### config.mk
export PLATFORM = sky130hd
export DESIGN_NAME = upg_mode_ctrl
export DESIGN_NICKNAME = d
export VERILOG_FILES = /design/src/rtl/upg_pkg.sv /design/src/rtl/upg_req_filter.sv /design/src/rtl/upg_mode_ctrl.sv
export SDC_FILE = /design/constraint.sdc
export NUM_CORES = 1
export LEC_CHECK = 0
export CAP_MARGIN = 20
export CORE_ASPECT_RATIO = 1.1
export CORE_MARGIN = 5
export CORE_UTILIZATION = 25
export DETAILED_ROUTE_END_ITERATION = 16
export DONT_BUFFER_PORTS = 1
export SLEW_MARGIN = 20
export SYNTH_ARGS = -nofsm -noshare
export SYNTH_HDL_FRONTEND = slang
export SYNTH_SLANG_ARGS = --single-unit
### constraint.sdc
create_clock -name clk -period 4.1 [get_ports clk]
set_input_delay 0.615 -clock clk [delete_from_list [all_inputs] [get_ports clk]]
set_output_delay 0.615 -clock clk [all_outputs]
set_load 0.02 [all_outputs]
### src/rtl/upg_pkg.sv
// Shared types and default constants for the UART program-load mode controller.
package upg_pkg;

  typedef enum logic [1:0] {
    ST_RUN   = 2'd0,
    ST_ENTER = 2'd1,
    ST_LOAD  = 2'd2,
    ST_DRAIN = 2'd3
  } upg_state_e;

  localparam int UPG_ADDR_W   = 14;
  // Loader address bit that selects DMem (1) over IMem (0): the bit just above the word address.
  localparam int UPG_SEL_BIT  = UPG_ADDR_W;
  localparam int UPG_HOLD_CYC = 16;
  localparam int UPG_EXIT_CYC = 4;

  function automatic logic [15:0] sat_inc16(input logic [15:0] v);
    return (v == 16'hFFFF) ? v : v + 16'd1;
  endfunction

endpackage

### src/rtl/upg_req_filter.sv
// start_pg conditioning: 2-flop synchronizer, hold counter and single-shot request pulse.
module upg_req_filter
  import upg_pkg::*;
#(
  parameter int HOLD_CYC = UPG_HOLD_CYC
) (
  input  logic clk,
  input  logic rstn,
  input  logic start_pg,
  output logic req
);

  localparam int CW = $clog2(HOLD_CYC + 1);

  logic [1:0]    sync_r;
  logic [CW-1:0] hold_r;
  logic          req_r;

  // Synchronize the button and fire once when the hold count reaches HOLD_CYC.
  always_ff @(posedge clk or negedge rstn) begin
    if (!rstn) begin
      sync_r <= 2'b00;
      hold_r <= '0;
      req_r  <= 1'b0;
    end else begin
      sync_r <= {sync_r[0], start_pg};
      if (!sync_r[1]) begin
        hold_r <= '0;
        req_r  <= 1'b0;
      end else if (hold_r < CW'(HOLD_CYC)) begin
        hold_r <= hold_r + CW'(1);
        req_r  <= (hold_r == CW'(HOLD_CYC - 1));
      end else begin
        // Counter parks at HOLD_CYC until release, so no re-fire while held.
        req_r <= 1'b0;
      end
    end
  end

  assign req = req_r;

endmodule

### src/rtl/upg_mode_ctrl.sv
// CPU-run / UART program-load mode sequencer with loader write forwarding.
// Optional load-idle timeout is compiled in with `define UPG_TIMEOUT_EN.
module upg_mode_ctrl
  import upg_pkg::*;
#(
  parameter int ADDR_W      = UPG_ADDR_W,
  parameter int DATA_W      = 32,
  parameter int HOLD_CYC    = UPG_HOLD_CYC,
  parameter int EXIT_CYC    = UPG_EXIT_CYC,
  parameter int TIMEOUT_CYC = 2**24
) (
  input  logic              clk,
  input  logic              rstn,
  input  logic              start_pg,
  input  logic              upg_wen_i,
  input  logic [ADDR_W:0]   upg_adr_i,
  input  logic [DATA_W-1:0] upg_dat_i,
  input  logic              upg_done_i,
  output logic              upg_rst_o,
  output logic              cpu_rstn_o,
  output logic              imem_we_o,
  output logic              dmem_we_o,
  output logic [ADDR_W-1:0] mem_addr_o,
  output logic [DATA_W-1:0] mem_wdata_o,
  output logic              busy_o,
  output logic [15:0]       word_cnt_o,
  output logic              load_err_o
);

  localparam int XW = (EXIT_CYC > 1) ? $clog2(EXIT_CYC) : 1;

  upg_state_e        state_r;
  logic              req_s;
  logic              timeout_s;
  logic              upg_rst_r;
  logic              cpu_rstn_r;
  logic              imem_we_r;
  logic              dmem_we_r;
  logic [ADDR_W-1:0] addr_r;
  logic [DATA_W-1:0] wdata_r;
  logic              busy_r;
  logic [15:0]       word_cnt_r;
  logic              load_err_r;
  logic [XW-1:0]     exit_cnt_r;

  upg_req_filter #(
    .HOLD_CYC (HOLD_CYC)
  ) u_req_filter (
    .clk      (clk),
    .rstn     (rstn),
    .start_pg (start_pg),
    .req      (req_s)
  );

`ifdef UPG_TIMEOUT_EN
  localparam int TW = $clog2(TIMEOUT_CYC + 1);
  logic [TW-1:0] to_cnt_r;

  // Idle-write counter; held at zero outside LOAD so every LOAD entry starts fresh.
  always_ff @(posedge clk or negedge rstn) begin
    if (!rstn) begin
      to_cnt_r <= '0;
    end else if ((state_r != ST_LOAD) || upg_wen_i) begin
      to_cnt_r <= '0;
    end else begin
      to_cnt_r <= to_cnt_r + TW'(1);
    end
  end

  assign timeout_s = (state_r == ST_LOAD) && !upg_wen_i && (to_cnt_r == TW'(TIMEOUT_CYC - 1));
`else
  assign timeout_s = 1'b0;
`endif

  // Mode FSM with registered resets, busy flag and loader write forwarding.
  always_ff @(posedge clk or negedge rstn) begin
    if (!rstn) begin
      state_r    <= ST_RUN;
      upg_rst_r  <= 1'b1;
      cpu_rstn_r <= 1'b1;
      imem_we_r  <= 1'b0;
      dmem_we_r  <= 1'b0;
      addr_r     <= '0;
      wdata_r    <= '0;
      busy_r     <= 1'b0;
      word_cnt_r <= 16'h0000;
      load_err_r <= 1'b0;
      exit_cnt_r <= '0;
    end else begin
      imem_we_r <= 1'b0;
      dmem_we_r <= 1'b0;
      case (state_r)
        ST_RUN: begin
          if (req_s) begin
            state_r    <= ST_ENTER;
            busy_r     <= 1'b1;
            cpu_rstn_r <= 1'b0;
            upg_rst_r  <= 1'b1;
            word_cnt_r <= 16'h0000;
            load_err_r <= 1'b0;
          end
        end
        ST_ENTER: begin
          state_r   <= ST_LOAD;
          upg_rst_r <= 1'b0;
        end
        ST_LOAD: begin
          // A strobe alongside done (or timeout) is still forwarded.
          if (upg_wen_i) begin
            addr_r     <= upg_adr_i[ADDR_W-1:0];
            wdata_r    <= upg_dat_i;
            imem_we_r  <= ~upg_adr_i[ADDR_W];
            dmem_we_r  <= upg_adr_i[ADDR_W];
            word_cnt_r <= sat_inc16(word_cnt_r);
          end
          if (upg_done_i) begin
            state_r    <= ST_DRAIN;
            upg_rst_r  <= 1'b1;
            exit_cnt_r <= '0;
          end else if (timeout_s) begin
            state_r    <= ST_DRAIN;
            upg_rst_r  <= 1'b1;
            exit_cnt_r <= '0;
            load_err_r <= 1'b1;
          end
        end
        ST_DRAIN: begin
          if (exit_cnt_r == XW'(EXIT_CYC - 1)) begin
            state_r    <= ST_RUN;
            cpu_rstn_r <= 1'b1;
            busy_r     <= 1'b0;
          end else begin
            exit_cnt_r <= exit_cnt_r + XW'(1);
          end
        end
        default: begin
          state_r    <= ST_RUN;
          upg_rst_r  <= 1'b1;
          cpu_rstn_r <= 1'b1;
          busy_r     <= 1'b0;
        end
      endcase
    end
  end

  assign upg_rst_o   = upg_rst_r;
  assign cpu_rstn_o  = cpu_rstn_r;
  assign imem_we_o   = imem_we_r;
  assign dmem_we_o   = dmem_we_r;
  assign mem_addr_o  = addr_r;
  assign mem_wdata_o = wdata_r;
  assign busy_o      = busy_r;
  assign word_cnt_o  = word_cnt_r;
  assign load_err_o  = load_err_r;

endmodule

==> key figures, run 1 <==
Clock tree
  – Clock Latency Late Sink: 340 ps
  – Clock buffer depth: 2
  – CTS resizes: 0
  – TritonCTS clock tree: built
  – Cts bufs inserted: 9
  – Root Buffer Master: clkbuf_16
  – Setup bufs post-CTS: 0
  – CTS Sinks: 79
  – Worst-path clk slew: 60 ps
  – H-tree depth: 3
  – Hold-fix buffers, CTS: 1

Critical path
  – Crit-path max FO: 18
  – Flop-to-flop setup slack: 1860 ps
  – Kind of critical path: flop to flop
  – Critical Path End Type: flop
  – Startpoint Class: flop
  – R2R cell count: 6
  – CP Data Arrival Time: 2500 ps
  – R2r endpoint: word_cnt_o[14]
  – Worst r2r src: state_r[0]
  – Worst path required time: 4360 ps

Finish
  – Layout cells sized above 1: 0.281
  – Register Area: 1980 sq um
  – Layout fillers: 1488
  – Synth-to-Final Area Change: 13.0%
  – Most frequent cells in the layout: dfrtp_1 (77), mux2_2 (50), a31oi_1 (16)
  – Commonest non-fill, non-tap cell in the layout: dfrtp_1
  – Layout net count: 343
  – Diode count: 0
  – Multi-input gate area: 1490 sq um

Die
  – Initial Util: 0.252
  – Top-Level Pins: 120
  – Chip height: 136 microns
  – Die area: 17000 sq um
  – Die Width: 125 microns
  – Row Count: 46
  – Core Area: 14300 sq um

STA
  – Final worst slack: 1860 ps
  – Endpoints failing hold: 0
  – Clock skew: 7.41 ps
  – Hold WS: 119 ps
  – Max frequency: 0.446 GHz
  – Endpoints failing setup: 0
  – Max transition margin: 0.426
  – RSZ-0062 raised after global routing: no
  – Post-layout min period: 2240 ps
  – Share of the clock period used by the worst path: 0.546
  – TNS Setup: 0 ps
  – Max-slew violation count: 0
  – Measured slew at the worst slew-check pin: 859 ps

Placed design
  – Place WS: 1870 ps
  – DP HPWL: 5800 microns
  – I/O Buffers: 0
  – Placer's final routability congestion estimate: 0.849

Routing
  – DRT Pass-1 Iters: 4
  – Final WL: 8360 microns
  – Residual DRC count: 0
  – Post-DR vias/cell: 4.82
  – Antenna Violating Nets Remaining: 0
  – 1st-iter DRT viols: 225
  – Wire per inst: 17.4 microns
  – Total number of vias: 2312

Synthesis
  – Compound-cell area share of the yosys netlist: 0.111
  – Post-synthesis xor/xnor area fraction: 0.00726
  – Synth Area in Simple Gates: 0.103
  – Mapped Nets: 347
  – Netlist Area Pre-Place: 3620 sq um
  – Synthesis Warnings: 0
  – Distinct cells, synth: 45
  – FFs w/ async S/R, synth: 1.00
  – Synth Area in Adders: 0.0277
  – Cells after synthesis: 287
  – Avg Cell Area, Syn: 12.6 sq um
  – Number of flops mapped to enable cells by yosys: 0
  – Top_reg_cell synth: dfrtp_1
  – Main combinational cell family by area after synthesis: multiplexers
  – Mux cell area share after synthesis: 0.161
  – Post-synthesis sequential area ratio: 0.547
  – FF+latch count, synth: 79

Power and ir drop
  – Worst VDD drop: 278 uV
  – Leakage power: 1.70 nW
  – PD cells: 788 nW/um^2
  – Power consumption: 3.22 mW

Global route
  – First-pass GRT wire length: 13200 microns
  – Largest net degree at the start of global routing: 78
  – Initial antenna violation count: 0
  – Vias in the first global route: 2450
  – GRT Total Usage: 0.0984
  – Remaining Overflow, GRT: 0

Outcome
  – Run status: complete, no violations

Min path
  – Worst hold path class: input pin to async pin

Flow run
  – Maxcap violations: 0
[sequential cells by signal, summed over array words and instances, names as in the netlist]
signal               count
busy_o                   1
u_req_filter.req         1
imem_we_o                1
dmem_we_o                1
mem_addr_o              14
mem_wdata_o             32
u_req_filter.hold_r      5
word_cnt_o              16
state_r                  2
cpu_rstn_o               1
u_req_filter.sync_r      2
exit_cnt_r               2
upg_rst_o                1
[metal layers]
metal	GRT usage	wire length, microns	up-vias
li1	-	-	1051
met1	0.112	3300	1162
met2	0.160	4180	90
met3	0.0491	762	9
met4	0.0353	116	0
met5	0	0	-
[cell usage after synthesis, drive strengths merged, types with 3 or more instances]
master / n / share of area
nand3: 8 / 0.011
ha: 8 / 0.028
mux2: 50 / 0.16
buf: 13 / 0.029
nand4: 8 / 0.018
dfrtp: 77 / 0.53
a21oi: 8 / 0.011
a31oi: 16 / 0.028
and2: 7 / 0.012
nor3: 3 / 0.0041
a31o: 4 / 0.0097
nor2b: 5 / 0.0086
o31ai: 3 / 0.0062
a41oi: 6 / 0.015
a21o: 4 / 0.0083
and3: 6 / 0.011
clkbuf: 4 / 0.0055
o21ai: 9 / 0.012
inv: 7 / 0.0073
nor2: 6 / 0.0062
nand2: 9 / 0.0093
and4: 5 / 0.013
xnor2: 3 / 0.0073
[how the worst max path moves through the flow]
stage,startpoint,to,slack [ps],depth (start not counted)
2_1_floorplan,word_cnt_o[0],word_cnt_o[15],2360,6
3_3_place_gp,state_r[0],word_cnt_o[15],2000,6
3_5_place_dp,state_r[0],word_cnt_o[15],1870,6
4_1_cts,state_r[0],word_cnt_o[15],1850,6
5_1_grt,state_r[0],word_cnt_o[15],1620,6
6_report,state_r[0],word_cnt_o[14],1860,6
[logic make-up after synthesis]
group / Yosys count
flip-flops: 79
AND/OR/NAND/NOR: 62
AO/OA/AOI/OAI: 58
multiplexers: 52
buffers and inverters: 24
adder cells (fa/ha/maj): 8
XOR/XNOR: 3
other: 1
[cell type report]
class,count,share of cell area
inverter,7,0.00643
multi-input combinational,184,0.365
clock inverter,4,0.0171
sequential,79,0.484
tap,192,0.0588
timing repair buffer,2,0.00857
clock buffer,12,0.0603
[power breakdown]
| group | switching (mW) | total, mW | internal (mW) | leakage (nW) |
|---|---|---|---|---|
| Combinational | 0.352 | 0.745 | 0.393 | 0.563 |
| Clock | 0.305 | 0.853 | 0.548 | 0.157 |
| Sequential | 0.555 | 1.62 | 1.07 | 0.976 |
| Total | 1.21 | 3.22 | 2.01 | 1.70 |
[through the flow]
stage | area, sq um | cells | util
2_1_floorplan | 3620 | 287 | -
3_3_place_gp | 3740 | 463 | 0.261
3_5_place_dp | 3740 | 463 | 0.261
4_1_cts | 4090 | 480 | 0.285
5_1_grt | 4090 | 480 | 0.285
6_report | 4090 | 480 | 0.285
[worst max-delay path, stage by stage (launching register included)]
cell and delay, ps:
dfrtp_1 410, inv_1 90, ha_1 420, mux2_2 300, and2_1 570, a41oi_1 200, a21oi_1 160
Power figures use the tool's default switching activity.
==> inputs of run 2 (changes only) <==
==> constraint.sdc (replaced) <==
create_clock -name clk -period 1.8 [get_ports clk]
set_input_delay 0.27 -clock clk [delete_from_list [all_inputs] [get_ports clk]]
set_output_delay 0.27 -clock clk [all_outputs]
set_load 0.02 [all_outputs]
==> key figures, run 2 (synthesis gave the netlist of run 1 again) <==
Routing
  – 1st-iter DRT viols: 162
  – Antenna Violating Nets Remaining: 0
  – Total number of vias: 2449
  – Wire per inst: 16.5 microns
  – DRT Pass-1 Iters: 4
  – Residual DRC count: 0
  – Post-DR vias/cell: 4.80
  – Final WL: 8430 microns

Die
  – Die area: 17000 sq um
  – Initial Util: 0.252
  – Core Area: 14300 sq um
  – Chip height: 136 microns
  – Die Width: 125 microns
  – Top-Level Pins: 120
  – Row Count: 46

Clock tree
  – Setup bufs post-CTS: 0
  – H-tree depth: 3
  – Hold-fix buffers, CTS: 2
  – Worst-path clk slew: 60 ps
  – Cts bufs inserted: 9
  – CTS Sinks: 79
  – Clock buffer depth: 2
  – Clock Latency Late Sink: 330 ps
  – TritonCTS clock tree: built
  – Root Buffer Master: clkbuf_16

STA
  – Max frequency: 0.592 GHz
  – Max-slew violation count: 0
  – RSZ-0062 raised after global routing: no
  – Share of the clock period used by the worst path: 0.939
  – Clock skew: 5.73 ps
  – Hold WS: -369 ps
  – TNS Setup: 0 ps
  – Endpoints failing setup: 0
  – Endpoints failing hold: 79
  – Post-layout min period: 1690 ps

Critical path
  – Cells along the critical path: inv_1 > ha_1 > mux2_2 > and2_2 > a41oi_1 > a21oi_1
  – Crit-path max FO: 11
  – Worst path required time: 2010 ps
  – Startpoint Class: flop
  – Kind of critical path: flop to flop
  – Crit path max-delay family: flip-flops
  – Slowest stage delay, CP: 410 ps
  – CP max stage cell: dfrtp_1
  – CP Data Arrival Time: 1900 ps
  – Critical Path End Type: flop
  – CP Buf/Inv Count: 1

Power and ir drop
  – Power consumption: 7.43 mW
  – Leakage power: 1.84 nW
  – Worst VDD drop: 704 uV
  – Logic pwr share: 0.277
  – NetSw: 2.78 mW
  – Internal power: 4.65 mW
  – Switching share of power: 0.374
  – Register share of total power: 0.483
  – PD cells: 1730 nW/um^2
  – Clock share of power: 0.240

Global route
  – Largest net degree at the start of global routing: 80
  – First-pass GRT wire length: 13200 microns
  – Remaining Overflow, GRT: 0
  – GRT Total Usage: 0.0977
  – Vias in the first global route: 2655
  – Initial antenna violation count: 0

Flow run
  – Maxcap violations: 0

Placed design
  – Placer's final routability congestion estimate: 0.812
  – Placed insts: 492
  – I/O Buffers: 0
  – DP HPWL: 6080 microns

Finish
  – Most frequent cells in the layout: dfrtp_1 (77), mux2_2 (50), buf_4 (29)
  – Diode count: 0
  – Layout Utilization: 0.300
  – Finished Layout Cells: 510
  – Layout cells sized above 1: 0.352
  – Number of flip-flops under the largest register name: 32
  – Layout net count: 373
  – Synth-to-Final Area Change: 18.7%
  – Commonest non-fill, non-tap cell in the layout: dfrtp_1

Min path
  – Worst hold path class: input pin to async pin

Outcome
  – Run status: finished with violations
  – Failing checks: negative hold slack
[run 2: worst paths after layout]
check / cells past startpoint / startpoint / to / slack [ps]
min in group clk: 1 / upg_adr_i[9] / mem_addr_o[9] / 90
setup / recovery: 6 / state_r[1] / word_cnt_o[14] / 110
max in group asynchronous: 0 / rstn / cpu_rstn_o / 1960
hold reg to reg: 0 / u_req_filter.sync_r[0] / u_req_filter.sync_r[1] / 350
setup reg to reg: 6 / state_r[1] / word_cnt_o[14] / 110
hold / removal: 0 / rstn / mem_addr_o[8] / -370
[run 2: metal layers]
layer	up-vias	routed length [microns]	GRT usage
li1	1116	-	-
met1	1213	3290	0.109
met2	110	4270	0.163
met3	10	774	0.0472
met4	0	95	0.0359
met5	-	0	0
[run 2: metrics by stage]
stage          instance area (sq um)  setup slack, ps
2_1_floorplan                   3620             61.3
3_3_place_gp                    3970              108
3_5_place_dp                    3970             64.9
4_1_cts                         4290             48.7
5_1_grt                         4290             17.0
6_report                        4290              110
[run 2: area by class of cell]
| cell class | count | area, sq um |
|---|---|---|
| fill | 1445 | 10000 |
| sequential | 79 | 1980 |
| multi-input combinational | 184 | 1500 |
| timing repair buffer | 32 | 258 |
| clock buffer | 12 | 246 |
| tap | 192 | 240 |
| clock inverter | 4 | 45.0 |
| inverter | 7 | 26.3 |
[run 2: worst register-to-register path, stage by stage (launching register included)]
cell and delay [ps]:
dfrtp_1 410, inv_1 90, ha_1 180, mux2_2 350, and2_2 250, a41oi_1 230, a21oi_1 60
[run 2: power by group through the flow]
stage                     Clock [mW]  Sequential (mW)  Combinational, mW
after floorplan                    0             3.53               1.54
after global placement             0             3.62               1.96
after detailed placement           0             3.63               2.06
after CTS                       1.85             3.61               2.06
after global routing            1.93             3.66               2.27
final                           1.79             3.59               2.05
[run 2: timing repair]
action | in CTS | in global routing
setup endpoints to repair | 0 | 10
gates resized for setup | 0 | 4
endpoints found under the hold margin | 81 | 79
